$ cat src/rtl/hazard_pkg.sv
// rtl/hazard_pkg.sv - shared encodings and forward-select helper for the hazard unit
// Forward mux codes and the multi-cycle wait FSM state type.
package hazard_pkg;

  localparam logic [1:0] FWD_RF  = 2'b00;
  localparam logic [1:0] FWD_WB  = 2'b01;
  localparam logic [1:0] FWD_MEM = 2'b10;

  typedef enum logic {
    IDLE    = 1'b0,
    MD_BUSY = 1'b1
  } md_state_t;

  // The newer MEM-stage value wins over WB when both write the same register.
  function automatic logic [1:0] fwd_sel(input logic hit_mem, input logic hit_wb);
    if (hit_mem) return FWD_MEM;
    if (hit_wb)  return FWD_WB;
    return FWD_RF;
  endfunction

endpackage

$ cat src/rtl/hazard_unit_if.sv
// rtl/hazard_unit_if.sv - pipeline-to-hazard-unit signal bundle
// The master side is the pipeline datapath, the slave side is the hazard unit.
interface hazard_unit_if #(
  parameter int sizeAd = 5,
  parameter int CNTW   = 16
);
  logic [sizeAd-1:0] RsD, RtD, RsE, RtE;
  logic [sizeAd-1:0] WriteRegE, WriteRegM, WriteRegW;
  logic              RFWEE, RFWEM, RFWEW;
  logic              MtoRFSelE, MtoRFSelM;
  logic              BranchD, MDStartE;
  logic              StallF, StallD, FlushE;
  logic [1:0]        ForwardAE, ForwardBE;
  logic              ForwardAD, ForwardBD;
  logic [CNTW-1:0]   StallCount, FlushCount;

  modport master (
    output RsD, RtD, RsE, RtE, WriteRegE, WriteRegM, WriteRegW,
           RFWEE, RFWEM, RFWEW, MtoRFSelE, MtoRFSelM, BranchD, MDStartE,
    input  StallF, StallD, FlushE, ForwardAE, ForwardBE, ForwardAD, ForwardBD,
           StallCount, FlushCount
  );

  modport slave (
    input  RsD, RtD, RsE, RtE, WriteRegE, WriteRegM, WriteRegW,
           RFWEE, RFWEM, RFWEW, MtoRFSelE, MtoRFSelM, BranchD, MDStartE,
    output StallF, StallD, FlushE, ForwardAE, ForwardBE, ForwardAD, ForwardBD,
           StallCount, FlushCount
  );
endinterface

$ cat src/rtl/sat_counter.sv
// rtl/sat_counter.sv - saturating event counter
// Counts cycles with inc high and holds at all-ones.
module sat_counter #(
  parameter int W = 16
) (
  input  logic         clk,
  input  logic         rst,
  input  logic         inc,
  output logic [W-1:0] count
);

  logic [W-1:0] r_count;

  always_ff @(posedge clk or negedge rst) begin
    if (!rst) begin
      r_count <= '0;
    end else if (inc && (r_count != '1)) begin
      r_count <= r_count + 1'b1;
    end
  end

  assign count = r_count;

endmodule

$ cat src/rtl/hazard_unit.sv
// rtl/hazard_unit.sv - MIPS 5-stage hazard detection, forwarding and mult/div wait control
// Forwarding and stall decisions are combinational; only the mult/div wait FSM and counters hold state.
module hazard_unit
  import hazard_pkg::*;
#(
  parameter int sizeAd    = 5,
  parameter int MD_CYCLES = 4,
  parameter int CNTW      = 16
) (
  input  logic          clk,
  input  logic          rst,
  hazard_unit_if.slave  hz
);

  localparam int              MDW      = $clog2(MD_CYCLES) + 1;
  localparam bit              MD_MULTI = (MD_CYCLES > 1);
  localparam logic [MDW-1:0]  MD_LOAD  = MDW'(MD_MULTI ? MD_CYCLES - 2 : 0);
  localparam logic [sizeAd-1:0] REG0   = '0;

  md_state_t      r_state, w_state_nxt;
  logic [MDW-1:0] r_mdcnt, w_mdcnt_nxt;
  logic           w_wm_valid, w_ww_valid, w_we_valid, w_lm_valid;
  logic           w_lwstall, w_branchstall, w_md_stall, w_stall;

  // A writer targeting $0 never produces a hazard, so gate it out once here.
  assign w_wm_valid = hz.RFWEM     && (hz.WriteRegM != REG0);
  assign w_ww_valid = hz.RFWEW     && (hz.WriteRegW != REG0);
  assign w_we_valid = hz.RFWEE     && (hz.WriteRegE != REG0);
  assign w_lm_valid = hz.MtoRFSelM && (hz.WriteRegM != REG0);

  assign w_lwstall = hz.MtoRFSelE && (hz.RtE != REG0) &&
                     ((hz.RtE == hz.RsD) || (hz.RtE == hz.RtD));

  assign w_branchstall = hz.BranchD &&
      ((w_we_valid && ((hz.WriteRegE == hz.RsD) || (hz.WriteRegE == hz.RtD))) ||
       (w_lm_valid && ((hz.WriteRegM == hz.RsD) || (hz.WriteRegM == hz.RtD))));

  always_ff @(posedge clk or negedge rst) begin
    if (!rst) begin
      r_state <= IDLE;
      r_mdcnt <= '0;
    end else begin
      r_state <= w_state_nxt;
      r_mdcnt <= w_mdcnt_nxt;
    end
  end

  // The start cycle already stalls, so the busy phase ends as the count reaches zero.
  always_comb begin
    w_state_nxt = r_state;
    w_mdcnt_nxt = r_mdcnt;
    case (r_state)
      IDLE: begin
        if (hz.MDStartE && MD_MULTI) begin
          w_state_nxt = MD_BUSY;
          w_mdcnt_nxt = MD_LOAD;
        end
      end
      MD_BUSY: begin
        if (r_mdcnt <= MDW'(1)) begin
          w_state_nxt = IDLE;
          w_mdcnt_nxt = '0;
        end else begin
          w_mdcnt_nxt = r_mdcnt - 1'b1;
        end
      end
      default: begin
        w_state_nxt = IDLE;
        w_mdcnt_nxt = '0;
      end
    endcase
  end

  always_comb begin
    w_md_stall = (r_state == MD_BUSY) ||
                 ((r_state == IDLE) && hz.MDStartE && MD_MULTI);
  end

  assign w_stall = rst && (w_lwstall || w_branchstall || w_md_stall);

  always_comb begin
    hz.StallF    = w_stall;
    hz.StallD    = w_stall;
    hz.FlushE    = w_stall;
    hz.ForwardAE = FWD_RF;
    hz.ForwardBE = FWD_RF;
    hz.ForwardAD = 1'b0;
    hz.ForwardBD = 1'b0;
    if (rst) begin
      hz.ForwardAE = fwd_sel(w_wm_valid && (hz.WriteRegM == hz.RsE),
                             w_ww_valid && (hz.WriteRegW == hz.RsE));
      hz.ForwardBE = fwd_sel(w_wm_valid && (hz.WriteRegM == hz.RtE),
                             w_ww_valid && (hz.WriteRegW == hz.RtE));
      hz.ForwardAD = w_wm_valid && (hz.WriteRegM == hz.RsD);
      hz.ForwardBD = w_wm_valid && (hz.WriteRegM == hz.RtD);
    end
  end

  sat_counter #(.W(CNTW)) u_stall_cnt (
    .clk   (clk),
    .rst   (rst),
    .inc   (hz.StallD),
    .count (hz.StallCount)
  );

  sat_counter #(.W(CNTW)) u_flush_cnt (
    .clk   (clk),
    .rst   (rst),
    .inc   (hz.FlushE),
    .count (hz.FlushCount)
  );

endmodule

$ cat src/flat_wrapper.sv
// flat-port wrapper written by rule: the top's interface ports become plain ports
module hazard_unit_flat import hazard_pkg::*;
#(
  parameter int sizeAd    = 5,
  parameter int MD_CYCLES = 4,
  parameter int CNTW      = 16
)
  (clk, rst, hz_RsD, hz_RtD, hz_RsE, hz_RtE, hz_WriteRegE, hz_WriteRegM, hz_WriteRegW, hz_RFWEE, hz_RFWEM, hz_RFWEW, hz_MtoRFSelE, hz_MtoRFSelM, hz_BranchD, hz_MDStartE, hz_StallF, hz_StallD, hz_FlushE, hz_ForwardAE, hz_ForwardBE, hz_ForwardAD, hz_ForwardBD, hz_StallCount, hz_FlushCount);
  hazard_unit_if #(.sizeAd(sizeAd), .CNTW(CNTW)) hz_i ();
  input  logic clk;
  input  logic rst;
  input wire logic [$bits(hz_i.RsD)-1:0] hz_RsD;
  input wire logic [$bits(hz_i.RtD)-1:0] hz_RtD;
  input wire logic [$bits(hz_i.RsE)-1:0] hz_RsE;
  input wire logic [$bits(hz_i.RtE)-1:0] hz_RtE;
  input wire logic [$bits(hz_i.WriteRegE)-1:0] hz_WriteRegE;
  input wire logic [$bits(hz_i.WriteRegM)-1:0] hz_WriteRegM;
  input wire logic [$bits(hz_i.WriteRegW)-1:0] hz_WriteRegW;
  input wire logic [$bits(hz_i.RFWEE)-1:0] hz_RFWEE;
  input wire logic [$bits(hz_i.RFWEM)-1:0] hz_RFWEM;
  input wire logic [$bits(hz_i.RFWEW)-1:0] hz_RFWEW;
  input wire logic [$bits(hz_i.MtoRFSelE)-1:0] hz_MtoRFSelE;
  input wire logic [$bits(hz_i.MtoRFSelM)-1:0] hz_MtoRFSelM;
  input wire logic [$bits(hz_i.BranchD)-1:0] hz_BranchD;
  input wire logic [$bits(hz_i.MDStartE)-1:0] hz_MDStartE;
  output wire logic [$bits(hz_i.StallF)-1:0] hz_StallF;
  output wire logic [$bits(hz_i.StallD)-1:0] hz_StallD;
  output wire logic [$bits(hz_i.FlushE)-1:0] hz_FlushE;
  output wire logic [$bits(hz_i.ForwardAE)-1:0] hz_ForwardAE;
  output wire logic [$bits(hz_i.ForwardBE)-1:0] hz_ForwardBE;
  output wire logic [$bits(hz_i.ForwardAD)-1:0] hz_ForwardAD;
  output wire logic [$bits(hz_i.ForwardBD)-1:0] hz_ForwardBD;
  output wire logic [$bits(hz_i.StallCount)-1:0] hz_StallCount;
  output wire logic [$bits(hz_i.FlushCount)-1:0] hz_FlushCount;
  assign hz_i.RsD = hz_RsD;
  assign hz_i.RtD = hz_RtD;
  assign hz_i.RsE = hz_RsE;
  assign hz_i.RtE = hz_RtE;
  assign hz_i.WriteRegE = hz_WriteRegE;
  assign hz_i.WriteRegM = hz_WriteRegM;
  assign hz_i.WriteRegW = hz_WriteRegW;
  assign hz_i.RFWEE = hz_RFWEE;
  assign hz_i.RFWEM = hz_RFWEM;
  assign hz_i.RFWEW = hz_RFWEW;
  assign hz_i.MtoRFSelE = hz_MtoRFSelE;
  assign hz_i.MtoRFSelM = hz_MtoRFSelM;
  assign hz_i.BranchD = hz_BranchD;
  assign hz_i.MDStartE = hz_MDStartE;
  assign hz_StallF = hz_i.StallF;
  assign hz_StallD = hz_i.StallD;
  assign hz_FlushE = hz_i.FlushE;
  assign hz_ForwardAE = hz_i.ForwardAE;
  assign hz_ForwardBE = hz_i.ForwardBE;
  assign hz_ForwardAD = hz_i.ForwardAD;
  assign hz_ForwardBD = hz_i.ForwardBD;
  assign hz_StallCount = hz_i.StallCount;
  assign hz_FlushCount = hz_i.FlushCount;
  hazard_unit #(.sizeAd(sizeAd), .MD_CYCLES(MD_CYCLES), .CNTW(CNTW)) u_core (.clk(clk), .rst(rst), .hz(hz_i));
endmodule
$ cat config.mk
export PLATFORM = sky130hd
export DESIGN_NAME = hazard_unit_flat
export DESIGN_NICKNAME = d
export VERILOG_FILES = /design/src/rtl/hazard_pkg.sv /design/src/rtl/hazard_unit_if.sv /design/src/rtl/sat_counter.sv /design/src/rtl/hazard_unit.sv /design/src/flat_wrapper.sv
export SDC_FILE = /design/constraint.sdc
export NUM_CORES = 1
export LEC_CHECK = 0
export BUFFER_PORTS_ARGS = -buffer_cell sky130_fd_sc_hd__buf_2
export CAP_MARGIN = 30
export CORE_ASPECT_RATIO = 0.7
export CORE_UTILIZATION = 45
export CTS_CLUSTER_DIAMETER = 200
export CTS_CLUSTER_SIZE = 28
export DETAILED_ROUTE_END_ITERATION = 12
export PLACE_DENSITY = 0.72
export SLEW_MARGIN = 20
export SYNTH_ARGS = -nofsm -noshare
export SYNTH_HDL_FRONTEND = slang
export SYNTH_SLANG_ARGS = --single-unit
$ cat constraint.sdc
create_clock -name clk -period 3.9 [get_ports clk]
set_input_delay 0.78 -clock clk [delete_from_list [all_inputs] [get_ports clk]]
set_output_delay 0.78 -clock clk [all_outputs]
set_load 0.005 [all_outputs]
==> flow_summary.yaml, run 1 <==
status:
  status: "finished, final reports clean"
synth:
  synth_ff_type: "dfrtp_1"
  synth_nets: 326
  synth.area.mux_share_pct: 1.29
  synth_area_per_cell_um2: 9.45
  netlist_area_mm2: 0.00263
  yosys.area.top_type_share_pct: 34.3
  synth_commonest_cells: "xnor2_1, dfrtp_1, xor2_1"
  ys_ff_latch: 36
  synth_compound_area_share_pct: 4.14
  yosys.area_share.adder_pct: 1.90
  synth_edf_count: 0
  synth_top_family_by_area: "simple AND/OR/NAND/NOR gates"
  synthXorXnorAreaFrac_pct: 26.0
  synth_cell_types: 38
  synth_warnings: 0
  synth_area_leader_cell: "dfrtp_1"
  synth.area.top_cells: "dfrtp_1, xnor2_1, xor2_1, and3_1, nand4_1"
  synthesis.instances: 278
  async_reset_ff_share_pct: 100
  synth_simple_gate_area_share_pct: 27.3
  synth_most_common_cell: "xnor2_1"
  ys_seq_area_share_pct: 34.3
routing:
  avgRoutedWirePerCell_um: 14.3
  final_antenna_net_count: 0
  drt_iter0_markers: 106
  first_pass_iters: 4
  viasPerCell: 5.28
  vias: 2237
  drcViolationCount: 0
  totalWireLength_um: 6060
cts:
  cts_buffers: 5
  root_buffer: "clkbuf_8"
  cts_resized: 0
  clk_latency_ps: 290
  cts_sinks: 36
  cts_tree: "yes"
  holdBufCountCts: 0
  clock_path_buffers: 2
  path_clk_slew_ps: 70
  h-tree-depth: 2
  post-cts-setup-buffers: 0
placement:
  hpwl_um: 4620
  port_buffers: 84
  placed_area_mm2: 0.00303
  gp_congestion: 0.897
power:
  powerDensity_mw_per_mm2: 398
  power.total_mw: 1.24
  peakVddDrop_uv: 239
  p_leak_nw: 1.42
timing:
  rsz0062_at_grt: "false"
  worstMarginPinSlew_ps: 702
  setup_viol: 0
  skew_ps: 7.25
  setup_tns_ps: 0
  fin_crit_sh_pct: 78.9
  slew_viol_final: 0
  finalCriticalPeriod_ps: 3080
  holdWs_ps: 488
  hold_viol_final: 0
  relSlewSlack_pct: 53.2
  max_freq_ghz: 0.325
layout:
  layout-drive-gt1-share_pct: 31.8
  nNetsFinal: 400
  fin_util_pct: 57.3
  area_delta_synth_final_pct: 18.3
  fillerInstances: 505
  design_area_mm2: 0.00311
  diodes: 0
floorplanning:
  die_w_um: 93.3
  num_rows: 22
  initial_utilization_pct: 48.5
  dieHeight_um: 65.9
  io_pins: 85
  core_area_mm2: 0.00542
  fp.dieArea_mm2: 0.00615
setup_path:
  crit_slowest_cell: "or4_1"
  critPathMaxFanout: 4
  startpoint_type: "input port"
  slowest_delay_ps: 520
  criticalPathCategory: "input port to output port"
  critPathCaptureType: "output port"
  crit_chain: "buf_2 -> or4_1 -> o2111ai_1 -> nand4_2 -> and2_1 -> buf_2"
  cp.arrival_ps: 2300
  cp.required_ps: 3120
  cpMostUsedCell: "buf_2"
grt:
  overflow: 0
  grt_pass1_wl_um: 10300
  antenna_found_initial: 0
  grt_pass1_vias: 2101
  grt_max_degree: 69
  grt_usage_pct: 21.3
worst_hold_path:
  hp-class: "register to register"
run:
  cap_violations: 0
worst max-delay path, delay by kind of cell:
kind                   cells  cell delay [ps]
buffers and inverters      2              250
AO/OA/AOI/OAI              1              330
AND/OR/NAND/NOR            3              920
power by group:
group	total, mW	internal [mW]	switching (mW)
combinational	0.436	0.211	0.225
sequential	0.549	0.458	0.0917
clock	0.252	0.121	0.131
total	1.24	0.790	0.448
logic make-up after synthesis:
| kind of cell | count (synthesis) |
|---|---|
| AND/OR/NAND/NOR | 121 |
| AO/OA/AOI/OAI | 14 |
| XOR/XNOR | 78 |
| adder cells (fa/ha/maj) | 4 |
| buffers and inverters | 22 |
| flip-flops | 36 |
| multiplexers | 3 |
layout make-up:
class	instances	area [um2]	share of cell area [%]
Clock buffer	6	72.6	2.33
Timing Repair Buffer	86	435	14.0
Tap cell	72	90.1	2.90
Clock inverter	1	5.00	0.161
Multi-Input combinational cell	220	1590	51.2
Inverter	3	11.3	0.362
Sequential cell	36	901	29.0
flip-flops by register name (all words and copies together) (netlist names):
signal and flops:
u_core.u_flush_cnt.count 16, u_core.r_mdcnt 3, u_core.u_stall_cnt.count 16, u_core.r_state 1
worst paths after layout:
kind | start | end | slack, ps | depth (start not counted)
worst max-delay path | hz_WriteRegE[0] | hz_StallF | 820 | 6
worst min-delay path | u_core.u_flush_cnt.count[9] | u_core.u_flush_cnt.count[9] | 490 | 1
worst max register to register | u_core.u_stall_cnt.count[0] | u_core.u_stall_cnt.count[1] | 1680 | 7
worst min register to register | u_core.u_flush_cnt.count[9] | u_core.u_flush_cnt.count[9] | 490 | 1
max in group asynchronous | rst | u_core.u_flush_cnt.count[5] | 2790 | 2
min in group asynchronous | rst | u_core.u_stall_cnt.count[14] | 650 | 2
routing by layer:
layer	track usage [%]	vias to the layer above	part of all wire [%]
met5	0	-	0
met4	4.81	0	0.86
met3	4.94	6	6.9
met2	32.1	63	41
met1	31.0	1062	51
li1	-	1106	-
stage by stage:
stage	worst slack, ps	cells
final	824	424
after global routing	783	424
after CTS	861	424
after detailed placement	870	417
after global placement	863	417
after floorplan	878	278
cells in the final DEF (no fill, tap or decap), drive strengths merged, types with 6 or more instances in the layout:
cell    netlist  layout
buf          13      86
xnor2        55      55
dfrtp        36      36
xor2         23      23
nand3        23      23
nand2        20      20
and3         19      19
nand4        19      19
nor2         13      13
nor3          8       8
clkbuf        6       6
or4           6       6
Power figures use the tool's default switching activity.
==> run 2, diff against run 1 <==
==> constraint.sdc (replaced) <==
create_clock -name clk -period 2.9 [get_ports clk]
set_input_delay 0.58 -clock clk [delete_from_list [all_inputs] [get_ports clk]]
set_output_delay 0.58 -clock clk [all_outputs]
set_load 0.005 [all_outputs]
==> flow_summary.yaml, run 2 (synthesis gave the netlist of run 1 again) <==
setup_path:
  slowest_delay_ps: 520
  cp_num_cells: 6
  criticalPathCategory: "input port to output port"
  cp.required_ps: 2320
  cpMostUsedCell: "buf_2"
  path_delay_family: "simple AND/OR/NAND/NOR gates"
  worstSetupStartpoint: "hz_WriteRegE[0]"
  reg2reg_from: "u_core.u_flush_cnt.count[7]"
  critPathCaptureType: "output port"
  startpoint_type: "input port"
  critPathBufInv: 2
  reg2reg_to: "u_core.u_flush_cnt.count[1]"
  crit_chain: "buf_2 -> or4_1 -> o2111ai_1 -> nand4_2 -> and2_1 -> buf_2"
  cp-endpoint: "hz_FlushE"
  cp.arrival_ps: 2040
  r2r_cells: 6
  crit_slowest_cell: "or4_1"
  critPathMaxFanout: 4
  ff2ff_setup_slack_ps: 720
cts:
  path_clk_slew_ps: 70
  cts_tree: "yes"
  holdBufCountCts: 0
  cts_resized: 0
  h-tree-depth: 2
  cts_sinks: 36
  cts_buffers: 5
  root_buffer: "clkbuf_8"
  clock_path_buffers: 2
  clk_latency_ps: 280
  post-cts-setup-buffers: 0
routing:
  avgRoutedWirePerCell_um: 13.8
  vias: 2238
  viasPerCell: 5.25
  final_antenna_net_count: 0
  first_pass_iters: 4
  drcViolationCount: 0
  drt_iter0_markers: 117
  totalWireLength_um: 5860
grt:
  grt_usage_pct: 20.4
  grt_pass1_vias: 2002
  overflow: 0
  grt_pass1_wl_um: 9800
  grt_max_degree: 47
  antenna_found_initial: 0
floorplanning:
  die_w_um: 93.3
  core_area_mm2: 0.00542
  io_pins: 85
  dieHeight_um: 65.9
  initial_utilization_pct: 48.5
  num_rows: 22
  fp.dieArea_mm2: 0.00615
timing:
  max_freq_ghz: 0.382
  hold_viol_final: 0
  slew_viol_final: 0
  fin_crit_sh_pct: 90.4
  setup_tns_ps: 0
  worstMarginPinSlew_ps: 474
  relSlewSlack_pct: 68.4
  skew_ps: 2.50
  rsz0062_at_grt: "false"
  finalCriticalPeriod_ps: 2620
  setup_viol: 0
placement:
  hpwl_um: 4610
  gp_congestion: 0.893
  port_buffers: 84
layout:
  seqCellArea_um2: 901
  layout_common_cells: "buf_2, xnor2_1, dfrtp_1, xor2_1, and3_1"
  multi_input_area_mm2: 0.00159
  area_delta_synth_final_pct: 19.0
  fin_util_pct: 57.7
  diodes: 0
  fillerInstances: 482
  layout-drive-gt1-share_pct: 31.9
  nNetsFinal: 401
  layout_commonest_cell: "buf_2"
run:
  cap_violations: 0
power:
  peakVddDrop_uv: 373
  power.total_mw: 1.69
  p_leak_nw: 1.43
  powerDensity_mw_per_mm2: 539
worst_hold_path:
  hp-class: "input port to asynchronous set/reset pin"
status:
  status: "finished, final reports clean"
run 2: report_power, final:
group | internal (mW) | switching, mW | total [mW]
Clock | 0.194 | 0.172 | 0.365
Sequential | 0.616 | 0.129 | 0.744
Combinational | 0.283 | 0.294 | 0.577
run 2: final cells by class:
class / count / share of cell area (%)
Clock buffer: 8 / 2.88
Inverter: 3 / 0.360
Multi-Input combinational cell: 220 / 50.9
Sequential cell: 36 / 28.8
Tap cell: 72 / 2.88
Timing Repair Buffer: 87 / 14.2
run 2: stage by stage:
stage | area (um2) | setup slack [ps] | hold WS, ps | std cells
5_1_grt | 3130 | 211 | 408 | 426
2_1_floorplan | 2630 | 278 | 284 | 278
4_1_cts | 3130 | 286 | 373 | 426
3_5_place_dp | 3040 | 287 | 477 | 418
6_report | 3130 | 279 | 357 | 426
3_3_place_gp | 3040 | 280 | 475 | 418
run 2: worst min-delay path by stage:
stage | from | to | slack, ps | depth (start not counted)
2_1_floorplan | rst | u_core.r_mdcnt[0] | 280 | 0
3_3_place_gp | u_core.u_stall_cnt.count[8] | u_core.u_stall_cnt.count[8] | 480 | 1
3_5_place_dp | u_core.u_stall_cnt.count[15] | u_core.u_stall_cnt.count[15] | 480 | 1
4_1_cts | rst | u_core.u_stall_cnt.count[13] | 370 | 2
5_1_grt | rst | u_core.u_flush_cnt.count[14] | 410 | 2
6_report | rst | u_core.u_stall_cnt.count[5] | 360 | 2
run 2: metal layers:
metal / wire (um) / vias up / GRT usage, % / share of wire (%)
li1: - / 1123 / - / -
met1: 2990 / 1045 / 30.2 / 51
met2: 2440 / 66 / 30.0 / 42
met3: 391 / 4 / 4.94 / 6.7
met4: 32 / 0 / 4.42 / 0.55
met5: 0 / - / 0 / 0
==> run 3, diff against run 2 <==
--- a/config.mk
+++ b/config.mk
@@ -13,6 +13,7 @@
 export CTS_CLUSTER_SIZE = 28
 export DETAILED_ROUTE_END_ITERATION = 12
 export PLACE_DENSITY = 0.72
+export RECOVER_POWER = 50
 export SLEW_MARGIN = 20
 export SYNTH_ARGS = -nofsm -noshare
 export SYNTH_HDL_FRONTEND = slang
==> constraint.sdc (replaced) <==
create_clock -name clk -period 3 [get_ports clk]
set_input_delay 0.6 -clock clk [delete_from_list [all_inputs] [get_ports clk]]
set_output_delay 0.6 -clock clk [all_outputs]
set_load 0.005 [all_outputs]
==> flow_summary.yaml, run 3 (synthesis gave the netlist of run 1 again) <==
setup_path:
  critPathMaxFanout: 4
  cp.required_ps: 2400
  reg2reg_to: "u_core.u_flush_cnt.count[1]"
  slowest_delay_ps: 520
  cp.arrival_ps: 2030
  reg2reg_from: "u_core.u_flush_cnt.count[7]"
  criticalPathCategory: "input port to output port"
  ff2ff_setup_slack_ps: 780
  r2r_cells: 6
  critPathBufInv: 2
  cpMostUsedCell: "buf_2"
  crit_slowest_cell: "or4_1"
  path_delay_family: "simple AND/OR/NAND/NOR gates"
  critPathCaptureType: "output port"
  crit_chain: "buf_2 -> or4_1 -> o2111ai_1 -> nand4_2 -> and2_1 -> buf_2"
  startpoint_type: "input port"
floorplanning:
  dieHeight_um: 65.9
  core_area_mm2: 0.00542
  initial_utilization_pct: 48.5
  die_w_um: 93.3
  fp.dieArea_mm2: 0.00615
  num_rows: 22
  io_pins: 85
routing:
  vias: 2237
  totalWireLength_um: 6080
  viasPerCell: 5.25
  avgRoutedWirePerCell_um: 14.3
  first_pass_iters: 4
  drt_iter0_markers: 84
  drcViolationCount: 0
  final_antenna_net_count: 0
cts:
  cts_resized: 0
  post-cts-setup-buffers: 0
  h-tree-depth: 2
  holdBufCountCts: 0
  root_buffer: "clkbuf_8"
  cts_buffers: 5
  clk_latency_ps: 290
  clock_path_buffers: 2
  path_clk_slew_ps: 70
  cts_tree: "yes"
  cts_sinks: 36
layout:
  layout-drive-gt1-share_pct: 30.5
  area_delta_synth_final_pct: 18.6
  nNetsFinal: 402
  layout_commonest_cell: "buf_2"
  layout_common_cells: "buf_2, xnor2_1, dfrtp_1, xor2_1, and3_1"
  diodes: 0
power:
  peakVddDrop_uv: 289
  p_leak_nw: 1.41
  powerDensity_mw_per_mm2: 518
grt:
  grt_pass1_wl_um: 10300
  antenna_found_initial: 0
  grt_usage_pct: 21.5
  grt_pass1_vias: 2111
  grt_max_degree: 41
  overflow: 0
placement:
  port_buffers: 84
  hpwl_um: 4770
  gp_congestion: 0.865
timing:
  finalCriticalPeriod_ps: 2630
  worstMarginPinSlew_ps: 456
  holdWs_ps: 363
  relSlewSlack_pct: 69.3
  skew_ps: 6.67
  max_freq_ghz: 0.380
  slew_viol_final: 0
  hold_viol_final: 0
  setup_tns_ps: 0
  setup_viol: 0
  fin_crit_sh_pct: 87.7
  rsz0062_at_grt: "false"
worst_hold_path:
  hp-class: "input port to asynchronous set/reset pin"
run:
  cap_violations: 0
status:
  status: "finished, final reports clean"
## run 3: cell types whose count changed in the layout (fill, tap and decap cells not counted), sizes merged
cell    before  now
buf         87   82
clkbuf       8   12
clkinv       0    1
## run 3: cell type report
| class | instances | area (um2) |
|---|---|---|
| clock buffers | 6 | 72.6 |
| clock inverters | 1 | 5.00 |
| fillers | 503 | 2310 |
| inverters | 3 | 11.3 |
| multi-input cells | 220 | 1590 |
| flip-flops and latches | 36 | 901 |
| well taps | 72 | 90.1 |
| repair buffers | 88 | 443 |
## run 3: how the worst max path moves through the flow
| stage | end | depth (start not counted) | start |
|---|---|---|---|
| 2_1_floorplan | hz_StallD | 7 | hz_RtE[2] |
| 3_3_place_gp | hz_StallF | 6 | hz_RtE[1] |
| 3_5_place_dp | hz_StallD | 6 | hz_RtE[1] |
| 4_1_cts | hz_StallD | 6 | hz_RtE[1] |
| 5_1_grt | hz_StallD | 8 | hz_RtE[0] |
| 6_report | hz_StallD | 6 | hz_WriteRegE[0] |
## run 3: metal layers
layer	GRT usage, %	part of all wire (%)	vias to the layer above
li1	-	-	1114
met5	0	0	-
met4	5.19	0.79	0
met2	30.9	41	62
met1	32.6	52	1054
met3	4.71	6.2	7
## run 3: per-stage QoR
| stage | power, mW | area, um2 | utilization, % | worst slack, ps | std cells |
|---|---|---|---|---|---|
| after global placement | 1.28 | 3050 | 56.2 | 363 | 419 |
| final | 1.61 | 3120 | 57.5 | 368 | 426 |
| after floorplan | 1.08 | 2630 | - | 338 | 278 |
| after CTS | 1.64 | 3120 | 57.6 | 350 | 426 |
| after global routing | 1.74 | 3120 | 57.5 | 275 | 426 |
| after detailed placement | 1.30 | 3050 | 56.2 | 350 | 419 |
## run 3: report_power, final
group / total, mW / switching (mW) / internal [mW]
combinational: 0.569 / 0.294 / 0.276
clock: 0.324 / 0.166 / 0.158
sequential: 0.720 / 0.125 / 0.595
total: 1.61 / 0.585 / 1.03
